$ cat src/rtl/adc_sample_scheduler.sv
// adc_sample_scheduler
// Issues periodic one-cycle conversion requests to the ADC front end, waits for
// each result (with a timeout), buffers it in a one-entry valid/ready stage and
// counts every lost sample (missed tick or full buffer) in a saturating counter.
module adc_sample_scheduler #(
  parameter int NUM_DEVICES    = 2,
  parameter int SAMPLE_WIDTH   = 12,
  parameter int PERIOD_WIDTH   = 16,
  parameter int TIMEOUT_CYCLES = 1024
) (
  input  logic                                clk_i,
  input  logic                                rst_i,
  input  logic                                enable_i,
  input  logic [PERIOD_WIDTH-1:0]             period_i,
  input  logic                                clear_i,
  output logic                                request_o,
  input  logic [NUM_DEVICES*SAMPLE_WIDTH-1:0] data_i,
  input  logic                                data_valid_i,
  output logic [NUM_DEVICES*SAMPLE_WIDTH-1:0] sample_o,
  output logic                                sample_valid_o,
  input  logic                                sample_ready_i,
  output logic                                overrun_o,
  output logic [7:0]                          overrun_count_o,
  output logic                                timeout_o,
  output logic                                busy_o
);

  // The timeout counter runs 0..TIMEOUT_CYCLES-1; TIMEOUT_CYCLES >= 2 keeps
  // the width at least one bit.
  localparam int TIMEOUT_WIDTH = $clog2(TIMEOUT_CYCLES);
  localparam logic [TIMEOUT_WIDTH-1:0] TIMEOUT_LAST = TIMEOUT_WIDTH'(TIMEOUT_CYCLES - 1);

  typedef enum logic [1:0] {
    IDLE      = 2'd0,
    WAIT_DATA = 2'd1,
    WAIT_TICK = 2'd2
  } state_t;

  state_t                    state_reg, state_next;
  logic [PERIOD_WIDTH-1:0]   period_cnt_reg, period_cnt_next;
  logic [TIMEOUT_WIDTH-1:0]  timeout_cnt_reg, timeout_cnt_next;
  logic                      request_reg, request_next;
  logic                      timeout_reg, timeout_next;
  logic                      sample_valid_reg, sample_valid_next;
  logic                      overrun_reg, overrun_next;
  logic [7:0]                overrun_count_reg, overrun_count_next;

  logic [PERIOD_WIDTH-1:0]   period_reload;
  logic                      tick;
  logic                      capture;
  logic                      missed_tick;
  logic                      load_sample;
  logic                      drop_sample;
  logic [1:0]                overrun_inc;
  logic [8:0]                overrun_sum;

  // The counter is loaded with interval-1 in the cycle before a request, so it
  // reaches zero in the last cycle of the interval; periods below 2 act as 2.
  assign period_reload = (period_i < PERIOD_WIDTH'(2)) ? PERIOD_WIDTH'(1)
                                                       : period_i - PERIOD_WIDTH'(1);
  assign tick = (period_cnt_reg == '0);

  // State and control registers; reset discards any conversion in flight.
  always_ff @(posedge clk_i or posedge rst_i) begin
    if (rst_i) begin
      state_reg         <= IDLE;
      period_cnt_reg    <= '0;
      timeout_cnt_reg   <= '0;
      request_reg       <= 1'b0;
      timeout_reg       <= 1'b0;
      sample_valid_reg  <= 1'b0;
      overrun_reg       <= 1'b0;
      overrun_count_reg <= '0;
    end else begin
      state_reg         <= state_next;
      period_cnt_reg    <= period_cnt_next;
      timeout_cnt_reg   <= timeout_cnt_next;
      request_reg       <= request_next;
      timeout_reg       <= timeout_next;
      sample_valid_reg  <= sample_valid_next;
      overrun_reg       <= overrun_next;
      overrun_count_reg <= overrun_count_next;
    end
  end

  // Sequencer: request cadence, data/timeout wait and missed-tick detection.
  always_comb begin
    state_next       = state_reg;
    period_cnt_next  = period_cnt_reg;
    timeout_cnt_next = timeout_cnt_reg;
    request_next     = 1'b0;
    timeout_next     = 1'b0;
    capture          = 1'b0;
    missed_tick      = 1'b0;

    if (!tick) begin
      period_cnt_next = period_cnt_reg - PERIOD_WIDTH'(1);
    end

    case (state_reg)
      IDLE: begin
        if (enable_i) begin
          request_next     = 1'b1;
          state_next       = WAIT_DATA;
          period_cnt_next  = period_reload;
          timeout_cnt_next = '0;
        end
      end

      WAIT_DATA: begin
        // A strobe in the final allowed cycle still wins over the timeout.
        if (data_valid_i) begin
          capture    = 1'b1;
          state_next = WAIT_TICK;
        end else if (timeout_cnt_reg == TIMEOUT_LAST) begin
          timeout_next = 1'b1;
          state_next   = WAIT_TICK;
        end else begin
          timeout_cnt_next = timeout_cnt_reg + TIMEOUT_WIDTH'(1);
        end
        // The interval ended before the conversion finished: the tick is lost,
        // not queued, and the cadence carries on from here.
        if (tick) begin
          missed_tick     = 1'b1;
          period_cnt_next = period_reload;
        end
      end

      WAIT_TICK: begin
        if (tick) begin
          if (enable_i) begin
            request_next     = 1'b1;
            state_next       = WAIT_DATA;
            period_cnt_next  = period_reload;
            timeout_cnt_next = '0;
          end else begin
            state_next = IDLE;
          end
        end
      end

      default: begin
        state_next = IDLE;
      end
    endcase
  end

  // Output buffer handshake and overrun accounting.
  always_comb begin
    load_sample        = capture && (!sample_valid_reg || sample_ready_i);
    drop_sample        = capture && !load_sample;
    sample_valid_next  = sample_valid_reg;
    overrun_next       = overrun_reg;
    overrun_count_next = overrun_count_reg;

    if (load_sample) begin
      sample_valid_next = 1'b1;
    end else if (sample_valid_reg && sample_ready_i) begin
      sample_valid_next = 1'b0;
    end

    // A missed tick and a dropped sample can coincide, adding two at once.
    overrun_inc = {1'b0, missed_tick} + {1'b0, drop_sample};
    overrun_sum = {1'b0, overrun_count_reg} + {7'd0, overrun_inc};

    if (clear_i) begin
      overrun_next       = 1'b0;
      overrun_count_next = '0;
    end else if (overrun_inc != 2'd0) begin
      overrun_next       = 1'b1;
      overrun_count_next = overrun_sum[8] ? 8'hFF : overrun_sum[7:0];
    end
  end

  // One holding register per ADC channel; the last sample stays visible after
  // the consumer drains the buffer.
  genvar gi;
  generate
    for (gi = 0; gi < NUM_DEVICES; gi++) begin : g_lane
      logic [SAMPLE_WIDTH-1:0] lane_reg;

      // Load this channel's slice whenever a captured result is accepted.
      always_ff @(posedge clk_i or posedge rst_i) begin
        if (rst_i) begin
          lane_reg <= '0;
        end else if (load_sample) begin
          lane_reg <= data_i[gi*SAMPLE_WIDTH +: SAMPLE_WIDTH];
        end
      end

      assign sample_o[gi*SAMPLE_WIDTH +: SAMPLE_WIDTH] = lane_reg;
    end
  endgenerate

  assign request_o       = request_reg;
  assign timeout_o       = timeout_reg;
  assign sample_valid_o  = sample_valid_reg;
  assign overrun_o       = overrun_reg;
  assign overrun_count_o = overrun_count_reg;
  assign busy_o          = (state_reg == WAIT_DATA) || (state_reg == WAIT_TICK);

endmodule
$ cat config.mk
export PLATFORM = sky130hd
export DESIGN_NAME = adc_sample_scheduler
export DESIGN_NICKNAME = d
export VERILOG_FILES = /design/src/rtl/adc_sample_scheduler.sv
export SDC_FILE = /design/constraint.sdc
export NUM_CORES = 1
export LEC_CHECK = 0
export CAP_MARGIN = 40
export CORE_UTILIZATION = 55
export CTS_CLUSTER_DIAMETER = 30
export CTS_CLUSTER_SIZE = 30
export DETAILED_ROUTE_END_ITERATION = 8
export GPL_ROUTABILITY_DRIVEN = 1
export GPL_TIMING_DRIVEN = 1
export PLACE_DENSITY_LB_ADDON = 0.15
export SKIP_CTS_REPAIR_TIMING = 1
export SYNTH_ARGS = -nofsm -noshare
export SYNTH_HDL_FRONTEND = slang
export SYNTH_SLANG_ARGS = --single-unit
$ cat constraint.sdc
create_clock -name clk_i -period 7.9 [get_ports clk_i]
set_input_delay 1.185 -clock clk_i [delete_from_list [all_inputs] [get_ports clk_i]]
set_output_delay 1.185 -clock clk_i [all_outputs]
set_load 0.05 [all_outputs]
==> After elaboration in Yosys (flattened, before gate mapping) <==
Cells that the tools add are included.
{ "totals": {"register_bits": 64, "in_bits": 46, "out_inout_bits": 37, "word_cells": 73} }
{ "classes": {"n_addsub": 5, "n_lt_le_gt_ge": 1, "eq_ne": 8, "n_mux": 34, "n_reduce_logical": 15} }
{ "op_table": {"columns": ["op", "n"], "rows": [
  ["16-bit 2-to-1 mux", 5],
  ["16-bit case mux with 3 select lines", 1],
  ["10-bit 2-to-1 mux", 4],
  ["16-bit by 1-bit subtractor with 16-bit output, second input constant", 2],
  ["10-bit case mux with 3 select lines", 1],
  ["8-bit 2-to-1 mux", 3],
  ["16-bit logical NOT", 1],
  ["16-bit by 2-bit less-than comparator with 1-bit output, second input constant", 1],
  ["1-bit 2-to-1 mux", 14],
  ["10-bit by 1-bit adder with 10-bit output, second input constant", 1],
  ["10-bit == test, second input constant", 1],
  ["8-bit by 2-bit adder with 9-bit output", 1],
  ["2-bit 2-to-1 mux", 4],
  ["2-bit inequality test, second input constant", 4],
  ["2-bit case mux with 3 select lines", 1],
  ["2-bit nonzero test", 3],
  ["4-bit AND reduction", 1],
  ["1-bit logical AND", 3],
  ["3-bit inequality test, second input constant", 1],
  ["3-bit AND reduction", 1],
  ["3-bit nonzero test", 1],
  ["1-bit by 1-bit adder with 2-bit output", 1],
  ["2-bit by 1-bit == test with 1-bit output, second input constant", 1],
  ["2-bit == test, second input constant", 1],
  ["4 further kinds", 6]
]} }

==> Logic depth before layout (Yosys ltp) <==
{ "logic_depth": {"word_depth": 10, "depth_mapped": 15, "ltp_nobuf": 14} }

==> Worst setup path after synthesis <==
OpenSTA, ideal clock, no wires.
{ "synth_timing": {"path_kind": "input to register", "start": "input sample_ready_i", "end": "register overrun_count_reg[4], in the netlist overrun_count_o[4]", "setup_time_ns": 0.104, "arrival_time_ns": 3.002, "required_time_ns": 7.796, "path_slack_ns": 4.794, "stages": 11, "n_path_buf": 0, "cell_sequence": "nand2b_1 > nor2_1 > inv_1 > ha_1 > ha_1 > inv_1 > fa_1 > nor2_1 > a21oi_1 > a31o_2 > a221oi_1"} }
{ "synth_between": {"elab_chain_len": 9, "elab_cells_between_ends": 11, "cone_classes": "2 x add/sub; 3 x mux; 6 x reduce/logical"} }
{ "synth_lines": {"columns": ["element", "line_no", "rtl"], "rows": [
  ["from (decl)", "21", "input logic sample_ready_i,"],
  ["1-bit logical OR (*)", "150", "load_sample = capture && (!sample_valid_reg || sample_ready_i);"],
  ["1-bit logical AND (*)", "150", null],
  ["1-bit logical NOT (*)", "151", "drop_sample = capture && !load_sample;"],
  ["1-bit logical AND (*)", "151", null],
  ["1-bit by 1-bit adder with 2-bit output (*)", "163", "overrun_inc = {1'b0, missed_tick} + {1'b0, drop_sample};"],
  ["8-bit by 2-bit adder with 9-bit output", "164", "overrun_sum = {1'b0, overrun_count_reg} + {7'd0, overrun_inc};"],
  ["8-bit 2-to-1 mux", "171", "overrun_count_next = overrun_sum[8] ? 8'hFF : overrun_sum[7:0];"],
  ["8-bit 2-to-1 mux", "169", "end else if (overrun_inc != 2'd0) begin"],
  ["8-bit 2-to-1 mux", "166", "if (clear_i) begin"],
  ["to (signal assigned)", "82", "overrun_count_reg <= overrun_count_next;"],
  ["to (decl)", "46", "logic [7:0] overrun_count_reg, overrun_count_next;"]
]} }
Every way passes the cells marked *; elsewhere a longest branch is shown, timed or not. The select of a mux whose other input is x is not followed.
A chain may end at the register's enable or synchronous reset.

==> Worst setup path in the final report <==
{ "layout_timing": {"start": "input data_valid_i", "end": "register overrun_count_reg[1], in the netlist overrun_count_o[1]"} }
{ "layout_between": {"elab_chain_len": 10, "elab_cells_between_ends": 12, "cone_classes": "2 x add/sub; 5 x mux; 5 x reduce/logical"} }
{ "layout_lines": {"columns": ["element", "line_no", "rtl"], "rows": [
  ["from (decl)", "18", "input logic data_valid_i,"],
  ["1-bit 2-to-1 mux (*)", "112", "if (data_valid_i) begin"],
  ["1-bit 2-to-1 mux (*)", "100", "case (state_reg)"],
  ["1-bit logical AND", "150", null],
  ["1-bit logical NOT", "151", null],
  ["1-bit logical AND (*)", "151", null],
  ["1-bit by 1-bit adder with 2-bit output (*)", "163", null],
  ["8-bit by 2-bit adder with 9-bit output", "164", null],
  ["8-bit 2-to-1 mux", "171", null],
  ["8-bit 2-to-1 mux", "169", null],
  ["8-bit 2-to-1 mux", "166", null]
]} }
Marked as above.

==> out/results.ini <==
[run_status]
outcome = finished clean

[setup_path]
crit_arrival_ns = 3.68
critPathLaunch = data_valid_i
critPathCapture = overrun_count_o[1]
path_class = input port to register
reg2reg_depth = 13
required_ns = 8.16
r2r_end = overrun_count_o[1]
reg2reg_from = period_cnt_reg[2]
crit_path_end_kind = register
worstSetupStartpointType = input port
crit_fanout = 6
rrSetupSlack_ns = 4.66

[power_and_ir_drop]
power_leakage_nw = 1.908
cellPowerDensity_mw_per_mm2 = 353.6
finalPower_mw = 1.675
vdd_drop_max_v = 0.0003154

[min_path]
hold_path.class = register to register
whs_path_depth = 1

[route]
drc = 0
drt-pass1-iter-count = 4
routed_wl_um = 7908
drt_iter0_markers = 100
wl_per_cell_um = 14.81
viasPerCell = 5.682
antenna_left = 0
vias = 3034

[floorplanning]
dieArea_sq_mm = 0.006968
start_util_pct = 57.17
die_y_um = 83.48
core_area_sq_mm = 0.006386
io_pins = 83
die_x_um = 83.48
rows = 29

[clock_network]
clk_pin_slew_ns = 0.07
clkLatencyLatePin_ns = 0.33
cts.sinks = 64
root_buffer = clkbuf_8
cts_htree_levels = 3
cts_buffers = 9
clock_path_buffers = 2
cts_tree = yes

[grt]
grt_pass1_wl_um = 13280
antenna_found_initial = 0
grt.overflow.total = 0
grt_max_degree = 65
gr-usage-all-layers_pct = 23.87
grt_pass1_vias = 2860

[timing]
slew_headroom_pct = 47.24
timing.fmax_ghz = 0.2919
skew_ns = 0.008310
rsz0062_at_grt = false
setup_total_negative_slack_ns = 0
period_share_pct = 43.36
slew_violations = 0
tightest_slew_ns = 0.7913
setup_viol = 0
hold_viol = 0
period_minus_slack_ns = 3.426

[placed_design]
place_area_sq_mm = 0.004542
place_congestion = 0.8112
hpwl_um = 5771
portBuffers = 82
place_inst = 518

[finish]
layout-drive-gt1-share_pct = 14.22
utilization_pct = 74.18
largest_reg_flops = 24
area_growth_syn_to_layout_pct = 29.75
diodes = 0
layout.cells.non_filler = 534
final_common_cell = clkdlybuf4s50_1
final_cell_area_sq_mm = 0.004737
nNetsFinal = 512
final_cell_mix = 82 x clkdlybuf4s50_1, 64 x dfrtp_1, 35 x nor2_1

[synthesis]
syn_nets = 426
yosysTopAreaCellShare_pct = 43.87
synth.avg_cell_area_sq_um = 9.948
synth_area_sq_mm = 0.003651
synth-main-ff-cell = dfrtp_1
synth_area_leaders = dfrtp_1 44%, mux2_2 7.7%, ha_1 4.1%, nor2_1 3.7%, xnor2_1 3.4%
synth_top_family_by_area = simple AND/OR/NAND/NOR gates
ys_ff_latch = 64
yosys.area.top_type = dfrtp_1
yosysUniqueCellTypes = 54
synth_fa_ha_area_share_pct = 4.661
synth_compound_area_share_pct = 11.82
netlist_instances = 367
synth-xor-area-share_pct = 6.477
synth_warnings = 0
ys_seq_area_share_pct = 43.87
synth-edff-count = 0
async_flop_share_pct = 100.0
synthMuxAreaShare_pct = 8.807
synth_simple_gate_area_share_pct = 20.70

[flow_run]
cap_violations = 0

worst min path at each step:
stage | slack, ns | to | from
after floorplan | 0.47 | timeout_cnt_reg[1] | timeout_cnt_reg[1]
after global placement | 0.49 | g_lane[0].lane_reg[5] | g_lane[0].lane_reg[5]
after detailed placement | 0.49 | g_lane[1].lane_reg[7] | g_lane[1].lane_reg[7]
after CTS | 0.51 | g_lane[0].lane_reg[5] | g_lane[0].lane_reg[5]
after global routing | 0.52 | g_lane[1].lane_reg[7] | g_lane[1].lane_reg[7]
final | 0.51 | g_lane[1].lane_reg[4] | g_lane[1].lane_reg[4]
final cells by class:
type / instances / area [sq um]
Clock inverter: 3 / 42.54
Tap cell: 77 / 96.34
Clock buffer: 12 / 145.1
Multi-Input combinational cell: 271 / 1918
Sequential cell: 64 / 1602
Timing Repair Buffer: 85 / 850.8
Fill cell: 471 / 1649
Inverter: 22 / 82.58
stage by stage:
stage | hold slack [ns] | setup WS (ns)
finish | 0.5060 | 4.474
global route | 0.5207 | 4.259
CTS | 0.5100 | 4.490
detailed placement | 0.4944 | 4.145
global placement | 0.4875 | 4.222
floorplan | 0.4733 | 4.794
worst max-delay path, stage by stage:
cell and delay, ns:
clkdlybuf4s50_1 0.48, nand2_1 0.09, nor2_1 0.17, inv_1 0.06, ha_1 0.27, ha_1 0.15, inv_1 0.05, fa_1 0.39
nor2_1 0.15, nand4_1 0.29, a21oi_1 0.25, a21oi_1 0.06, nor2_1 0.09
cell usage after synthesis, types with 2 or more instances:
| cell | count |
|---|---|
| ha_1 | 12 |
| nand3_1 | 15 |
| nor4_1 | 2 |
| inv_1 | 22 |
| a21oi_1 | 16 |
| nor3b_1 | 2 |
| a31o_2 | 2 |
| nand2_1 | 28 |
| and2_2 | 2 |
| o31ai_1 | 2 |
| dfrtp_1 | 64 |
| and3_1 | 3 |
| clkbuf_1 | 4 |
| nand4_1 | 6 |
| o21ai_0 | 12 |
| nor4_4 | 2 |
| a221oi_1 | 5 |
| nor2b_1 | 2 |
| or4_4 | 2 |
| xor2_1 | 13 |
| mux2i_1 | 4 |
| nor2_1 | 36 |
| nand3b_1 | 2 |
| buf_2 | 5 |
| a21oi_2 | 2 |
| or3_1 | 4 |
| nand2b_1 | 5 |
| or2_2 | 2 |
| a21o_1 | 2 |
| nor3_2 | 2 |
| mux2_2 | 25 |
| xnor2_1 | 14 |
| nor3_1 | 15 |
| o22ai_1 | 13 |
report_power, final:
part / switching (mW) / internal, mW / total (mW)
sequential: 0.0868 / 0.440 / 0.527
clock: 0.123 / 0.152 / 0.275
combinational: 0.530 / 0.343 / 0.873
layer usage:
layer	global-route usage (%)	up-vias	share of wire (%)
li1	-	1479	-
met1	31.69	1458	47
met2	39.12	87	47
met3	4.847	10	4.6
met4	8.475	0	1.4
met5	0	-	0
logic make-up (layout without fill, tap and decap cells):
group | Yosys count | in the layout
simple gates | 138 | 138
compound gates | 64 | 64
flops | 64 | 64
buf+inv | 32 | 122
mux | 29 | 29
xor+xnor | 27 | 27
fa+ha+maj | 13 | 13
Power figures use the tool's default switching activity.
